**src/rtl/cm82_serial_adder_if.sv**
```systemverilog
// Operand/result handshake bundle for the CM82 serial adder.
// master: the client that supplies operands and consumes results.
// slave:  the adder itself.
interface cm82_serial_adder_if #(
   parameter int WIDTH = 8
);
   logic             in_valid;
   logic             in_ready;
   logic [WIDTH-1:0] in_a;
   logic [WIDTH-1:0] in_b;
   logic             in_cin;
   logic             out_valid;
   logic             out_ready;
   logic [WIDTH-1:0] out_sum;
   logic             out_cout;

   modport master (
      output in_valid, in_a, in_b, in_cin, out_ready,
      input  in_ready, out_valid, out_sum, out_cout
   );

   modport slave (
      input  in_valid, in_a, in_b, in_cin, out_ready,
      output in_ready, out_valid, out_sum, out_cout
   );
endinterface

```
**src/rtl/cm82_serial_adder.sv**
```systemverilog
// Sequential adder that reuses one 2-bit CM82 carry slice across WIDTH/2
// digit positions, LSB digit first, with the inter-digit carry registered.
// Operands arrive over an in_valid/in_ready handshake; the WIDTH-bit sum
// and carry-out leave over an out_valid/out_ready handshake.
module cm82_serial_adder #(
   parameter int WIDTH = 8
) (
   input  logic                clk,
   input  logic                rst,
   cm82_serial_adder_if.slave  bus,
   output logic                busy
);

   localparam int DIGITS = WIDTH / 2;
   localparam int CW     = (DIGITS > 1) ? $clog2(DIGITS) : 1;
   localparam logic [CW-1:0] LAST_DIGIT = CW'(DIGITS - 1);

   generate
      if ((WIDTH < 2) || ((WIDTH % 2) != 0)) begin : g_bad_width
         $error("cm82_serial_adder: WIDTH must be even and at least 2");
      end
   endgenerate

   typedef enum logic [1:0] {
      IDLE = 2'd0,
      RUN  = 2'd1,
      DONE = 2'd2
   } state_t;

   state_t           state;
   logic [WIDTH-1:0] a_sh;
   logic [WIDTH-1:0] b_sh;
   logic [WIDTH-1:0] sum_q;
   logic             carry_q;
   logic [CW-1:0]    cnt;
   logic             in_ready_q;
   logic             out_valid_q;
   logic             busy_q;

   // Slice signals
   logic             a0, a1, b0, b1;
   logic             s0, s1, c1, c2;
   logic [WIDTH-1:0] sum_next;

   // 2-bit carry slice on the low digit of the shift registers, plus the
   // sum register after shifting the new digit in from the MSB end.
   always_comb begin
      a0 = a_sh[0];
      a1 = a_sh[1];
      b0 = b_sh[0];
      b1 = b_sh[1];
      s0 = a0 ^ b0 ^ carry_q;
      c1 = (a0 & b0) | (a0 & carry_q) | (b0 & carry_q);
      s1 = a1 ^ b1 ^ c1;
      c2 = (a1 & b1) | (a1 & c1) | (b1 & c1);
      sum_next = sum_q >> 2;
      sum_next[WIDTH-1 -: 2] = {s1, s0};
   end

   // Control FSM with registered handshake outputs and the datapath registers.
   always_ff @(posedge clk) begin
      if (rst) begin
         state       <= IDLE;
         a_sh        <= '0;
         b_sh        <= '0;
         sum_q       <= '0;
         carry_q     <= 1'b0;
         cnt         <= '0;
         in_ready_q  <= 1'b1;
         out_valid_q <= 1'b0;
         busy_q      <= 1'b0;
      end else begin
         case (state)
            IDLE: begin
               if (bus.in_valid) begin
                  a_sh       <= bus.in_a;
                  b_sh       <= bus.in_b;
                  carry_q    <= bus.in_cin;
                  cnt        <= '0;
                  state      <= RUN;
                  in_ready_q <= 1'b0;
                  busy_q     <= 1'b1;
               end
            end
            RUN: begin
               sum_q   <= sum_next;
               a_sh    <= a_sh >> 2;
               b_sh    <= b_sh >> 2;
               carry_q <= c2;
               cnt     <= cnt + CW'(1);
               if (cnt == LAST_DIGIT) begin
                  state       <= DONE;
                  busy_q      <= 1'b0;
                  out_valid_q <= 1'b1;
               end
            end
            DONE: begin
               if (bus.out_ready) begin
                  state       <= IDLE;
                  out_valid_q <= 1'b0;
                  in_ready_q  <= 1'b1;
               end
            end
            default: begin
               state       <= IDLE;
               in_ready_q  <= 1'b1;
               out_valid_q <= 1'b0;
               busy_q      <= 1'b0;
            end
         endcase
      end
   end

   assign bus.in_ready  = in_ready_q;
   assign bus.out_valid = out_valid_q;
   assign bus.out_sum   = sum_q;
   assign bus.out_cout  = carry_q;
   assign busy          = busy_q;

endmodule

```
**src/flat_wrapper.sv**
```systemverilog
// flat-port wrapper written by rule: the top's interface ports become plain ports
module cm82_serial_adder_flat 
#(
   parameter int WIDTH = 8
)
  (clk, rst, busy, bus_in_valid, bus_in_a, bus_in_b, bus_in_cin, bus_out_ready, bus_in_ready, bus_out_valid, bus_out_sum, bus_out_cout);
  cm82_serial_adder_if #(.WIDTH(WIDTH)) bus_i ();
  input  logic clk;
  input  logic rst;
  output logic busy;
  input wire logic [$bits(bus_i.in_valid)-1:0] bus_in_valid;
  input wire logic [$bits(bus_i.in_a)-1:0] bus_in_a;
  input wire logic [$bits(bus_i.in_b)-1:0] bus_in_b;
  input wire logic [$bits(bus_i.in_cin)-1:0] bus_in_cin;
  input wire logic [$bits(bus_i.out_ready)-1:0] bus_out_ready;
  output wire logic [$bits(bus_i.in_ready)-1:0] bus_in_ready;
  output wire logic [$bits(bus_i.out_valid)-1:0] bus_out_valid;
  output wire logic [$bits(bus_i.out_sum)-1:0] bus_out_sum;
  output wire logic [$bits(bus_i.out_cout)-1:0] bus_out_cout;
  assign bus_i.in_valid = bus_in_valid;
  assign bus_i.in_a = bus_in_a;
  assign bus_i.in_b = bus_in_b;
  assign bus_i.in_cin = bus_in_cin;
  assign bus_i.out_ready = bus_out_ready;
  assign bus_in_ready = bus_i.in_ready;
  assign bus_out_valid = bus_i.out_valid;
  assign bus_out_sum = bus_i.out_sum;
  assign bus_out_cout = bus_i.out_cout;
  cm82_serial_adder #(.WIDTH(WIDTH)) u_core (.clk(clk), .rst(rst), .bus(bus_i), .busy(busy));
endmodule
```
**config.mk**
```make
export PLATFORM = sky130hd
export DESIGN_NAME = cm82_serial_adder_flat
export DESIGN_NICKNAME = d
export VERILOG_FILES = /design/src/rtl/cm82_serial_adder_if.sv /design/src/rtl/cm82_serial_adder.sv /design/src/flat_wrapper.sv
export SDC_FILE = /design/constraint.sdc
export NUM_CORES = 1
export LEC_CHECK = 0
export ABC_AREA = 1
export BUFFER_PORTS_ARGS = -buffer_cell sky130_fd_sc_hd__buf_2
export CAP_MARGIN = 5
export CORE_MARGIN = 1
export CORE_UTILIZATION = 55
export CTS_BUF_LIST = sky130_fd_sc_hd__clkbuf_8
export CTS_CLUSTER_DIAMETER = 150
export DETAILED_ROUTE_END_ITERATION = 12
export PLACE_DENSITY = 0.81
export SETUP_SLACK_MARGIN = 0.05
export SLEW_MARGIN = 40
export SYNTH_ARGS = -nofsm -noshare
export SYNTH_HDL_FRONTEND = slang
export SYNTH_SLANG_ARGS = --single-unit
```
**constraint.sdc**
```tcl
create_clock -name clk -period 2.3 [get_ports clk]
set_clock_uncertainty 0.15 [all_clocks]
set_input_delay 0.46 -clock clk [delete_from_list [all_inputs] [get_ports clk]]
set_output_delay 0.46 -clock clk [all_outputs]
set_load 0.05 [all_outputs]
```
# Word-level counts from Yosys, hierarchy flattened
# Index checks and enable logic that the tools add are counted.
# word_totals
word_cells	61
inputBits	21
output_inout_bits	12
reg_bits	32
# classes
reduce_logical	7
addsub	1
n_eq_ne	6
bitwise_logic	17
n_mux	21
# op_table
cell	n
8-bit case mux with 2 select lines	2
8-bit two-way mux	2
3-bit AND reduction	4
1-bit case mux with 3 select lines	3
2-bit two-way mux	4
1-bit two-way mux	7
1-bit bitwise AND	6
2-bit case mux with 3 select lines	1
2-bit == test, second input constant	2
2-bit inequality test, second input constant	2
1-bit bitwise OR	4
2-bit case mux with 2 select lines	1
1-bit bitwise XOR	4
1-bit inverter	3
2-bit by 1-bit adder with 2-bit output, second input constant	1
2-bit by 1-bit == test with 1-bit output, second input constant	1
2-bit logical NOT	1
2-bit by 1-bit inequality test with 1-bit output, second input constant	1
1-bit case mux with 2 select lines	1
2-bit AND reduction	1
2-bit nonzero test	1

# Logic depth before layout (Yosys ltp)
# depth
ltp_word	7
ltp_mapped	7
depth_no_buf	7

# Least setup slack after synthesis
# Ideal clock, no wire load.
# synth_path
path_type	register -> register
start	register u_core.carry_q, in the netlist u_core.bus.out_cout
end	register u_core.carry_q, in the netlist u_core.bus.out_cout
synth_period_minus_slack_ps	2015
slack_ps	285
setup_time_ps	64
n_path_buf	0
path_stages_with_launch	7
arrival_ps	1801
t_required_ps	2086
cell_sequence	dfxtp_1 > inv_1 > fa_1 > fa_1 > o21ai_0 > nor2_1 > nor2_1
# synth_via
elab_chain_len	7
word_cells_on_any_way	9
classes_between	mux: 1; bitwise: 8
# synth_rtl
element	line_no	text
start, declared	cm82_serial_adder.sv:34	logic carry_q;
start signal, assigned	cm82_serial_adder.sv:78	carry_q <= bus.in_cin;
1-bit bitwise AND	cm82_serial_adder.sv:53	c1 = (a0 & b0) | (a0 & carry_q) | (b0 & carry_q);
1-bit bitwise OR	cm82_serial_adder.sv:53	
1-bit bitwise OR *	cm82_serial_adder.sv:53	
1-bit bitwise AND	cm82_serial_adder.sv:55	c2 = (a1 & b1) | (a1 & c1) | (b1 & c1);
1-bit bitwise OR	cm82_serial_adder.sv:55	
1-bit bitwise OR *	cm82_serial_adder.sv:55	
1-bit case mux with 2 select lines *	cm82_serial_adder.sv:73	case (state)
# Mark *: on every way between the ends. The rest lies on a longest branch, timed or not.
# A chain may end at the register's enable or synchronous reset.

# Worst setup path in the final report
# Same ends and word-level chain as after synthesis.

==> results.yml <==
power:
  peakVddDrop_uv: 535.1
  p_per_area_nw_per_um2: 758.6
  leakage_nw: 0.8216
timing:
  final_hold_viol_count: 0
  post-route-period-util_pct: 74.40
  rsz0062_at_grt: "false"
  max_freq_mhz: 584.4
  layout_min_cycle_time_ns: 1.711
  setup_viol: 0
  tns_ns: 0
  hold_ws_ns: 0.2656
  final-max-slew-violation-count: 0
  worst_pin_slew_ns: 0.3662
  slew_headroom_pct: 75.56
floorplan:
  fp.coreArea_um2: 2545
  num_io_pins: 33
  dieArea_um2: 2976
  rows: 18
  die_x_um: 54.55
  die_height_um: 54.55
  start_util_pct: 59.69
route:
  vias: 1338
  via_per_inst: 5.068
  drt-total-wl_um: 2843
  drc: 0
  wl_per_cell_um: 10.77
  first_iter_violations: 26
  drtPass1Iterations: 4
  final_antenna_net_count: 0
synth:
  synth.top_cells.by_count: "nand3_1 (43), dfxtp_1 (32), inv_1 (31)"
  syn_area_per_cell_um2: 7.446
  synth_ff_type: "dfxtp_1"
  yosysMostFrequentCell: "nand3_1"
  synth_edf_count: 0
  yosysUniqueCellTypes: 20
  ys_seq_elements: 32
  ys_warn_count: 0
  yosysTopAreaCell: "dfxtp_1"
  ys_async_sr_fraction_pct: 0
  yosys-top-cells-area: "dfxtp_1 (42%), nand3_1 (14%), inv_1 (7.7%)"
  netlist.area_leader.share_pct: 42.17
  syn_area_um2: 1519
  synth_cells: 204
  seq_area_frac_synth_pct: 42.17
  synth_nets: 228
cts:
  cts_tree: "yes"
  cts_hold_buf: 0
  path_clk_slew_ns: 0.06
  cts-htree-levels: 2
  numCtsBuffers: 5
  cts_setup_buffers: 0
  cts-resized-gates: 0
  clk_latency_ns: 0.29
  cts.sinks: 32
  clock_path_buffers: 2
  cts_root_buf: "clkbuf_8"
placed_design:
  routabilityCongestion: 0.7497
  hpwl_um: 1886
  port_buffers: 32
  place_area_um2: 1630
finish:
  fin_area_um2: 1720
  syn_to_final_growth_pct: 13.26
  insertedDiodeCount: 0
  postLayoutCoreUtil_pct: 67.60
  finalNetCount: 257
  drive_above_1_share_pct: 19.66
grt:
  grt_start_max_net_pins: 38
  grtUsageMet2_pct: 34.76
  grt_usage_pct: 22.25
  gr-usage-met1_pct: 26.41
  first_global_vias: 1074
  grt.met3_usage_pct: 5.833
  grt_first_pass_wirelength_um: 4512
  busiest_layer: "met2"
  overflow: 0
  antenna_found_initial: 0
setup_path:
  slowest_stage: "fa_1"
  path_max_fanout: 3
  cp.required_ns: 2.37
  ff2ff_setup_slack_ns: 0.59
  cp_cell_sequence: "inv_1 > fa_1 > fa_1 > o21ai_0 > nor2_1 > nor2_1"
  start_kind: "register"
  r2r-end: "u_core.bus.out_cout"
  r2r_cells: 6
  path_class: "register to register"
  cp_slowest_stage_delay_ns: 0.43
  r2r-start: "u_core.bus.out_cout"
  crit_arrival_ns: 1.78
  worst_setup_path_end_kind: "register"
hold_path:
  hold_start: "bus_in_a[6]"
  hp-class: "input pin to register"
  worstHoldPathCells: 3
  hold_end: "u_core.a_sh[6]"
run_status:
  status: "finished, final reports clean"
run:
  max-cap-violations: 0
==> where the power goes <==
group          internal [W]  total (W)  leakage, nW  switching (W)
Sequential         0.000598   0.000622        0.264      0.0000239
Clock              0.000235   0.000431       0.0538       0.000196
Combinational     0.0000814   0.000253        0.504       0.000171
Total              0.000914    0.00131        0.822       0.000391
==> how the worst max path moves through the flow <==
stage	endpoint	slack (ns)	depth (start not counted)	startpoint
finish	u_core.bus.out_cout	0.59	6	u_core.bus.out_cout
global route	u_core.bus.out_cout	0.42	6	u_core.bus.out_cout
CTS	u_core.bus.out_cout	0.57	6	u_core.bus.out_cout
detailed placement	u_core.bus.out_cout	0.59	6	u_core.bus.out_cout
global placement	u_core.bus.out_cout	0.66	6	u_core.bus.out_cout
floorplan	u_core.bus.out_cout	0.28	6	u_core.bus.out_cout
==> worst max-delay path, delay by kind of cell, from the launching register on <==
| family | cells | cell delay (ns) |
|---|---|---|
| buffers and inverters | 1 | 0.07 |
| flip-flops | 1 | 0.34 |
| AND/OR/NAND/NOR | 2 | 0.15 |
| adder cells (fa/ha/maj) | 2 | 0.78 |
| AO/OA/AOI/OAI | 1 | 0.16 |
==> registers in the layout (all words and copies together), names as in the netlist <==
signal / count
u_core.cnt: 2
u_core.bus.in_ready: 1
u_core.bus.out_cout: 1
u_core.bus.out_valid: 1
u_core.busy: 1
u_core.bus.out_sum: 8
u_core.b_sh: 8
u_core.a_sh: 8
u_core.state: 2
==> metrics by stage <==
step	power (W)	cells	setup WS (ns)
detailed placement	0.0008879	256	0.5898
global placement	0.0008833	256	0.6618
floorplan	0.0008426	204	0.2849
global route	0.001371	264	0.4218
CTS	0.001318	264	0.5740
finish	0.001305	264	0.5889
==> placed cells by master, fill, tap and decap left out <==
cell type	count
ha_1	1
nand2_1	22
fa_1	2
o21ai_0	11
dfxtp_1	32
nor2_2	1
a21oi_1	21
nand3_1	43
o21a_1	1
nand2_4	2
buf_2	32
clkbuf_8	6
inv_4	1
buf_4	2
inv_2	1
nor2_1	21
o21ai_1	1
inv_1	33
nand2_8	1
==> layout make-up <==
type / count / area (um^2)
clock buffer: 6 / 82.58
clock inverter: 2 / 7.507
fill: 244 / 824.5
inverter: 33 / 126.4
multi-input combinational: 127 / 650.6
sequential: 32 / 640.6
tap: 30 / 37.54
timing repair buffer: 34 / 175.2
==> cell families (layout without fill, tap and decap cells) <==
family	Yosys count	after routing	share of synthesized area, %
AOI/OAI and AO/OA	34	34	11.37
adders and majority gates	3	3	3.460
and+or+nand+nor	90	90	28.01
buffers and inverters	45	75	14.99
DFF	32	32	42.17
==> metal layers <==
layer,wire length [um],vias to the layer above
li1,-,706
met2,1335,29
met1,1314,593
met3,104,10
met4,89,0
met5,0,-
Note: power is estimated with default switching activity, not from simulation.
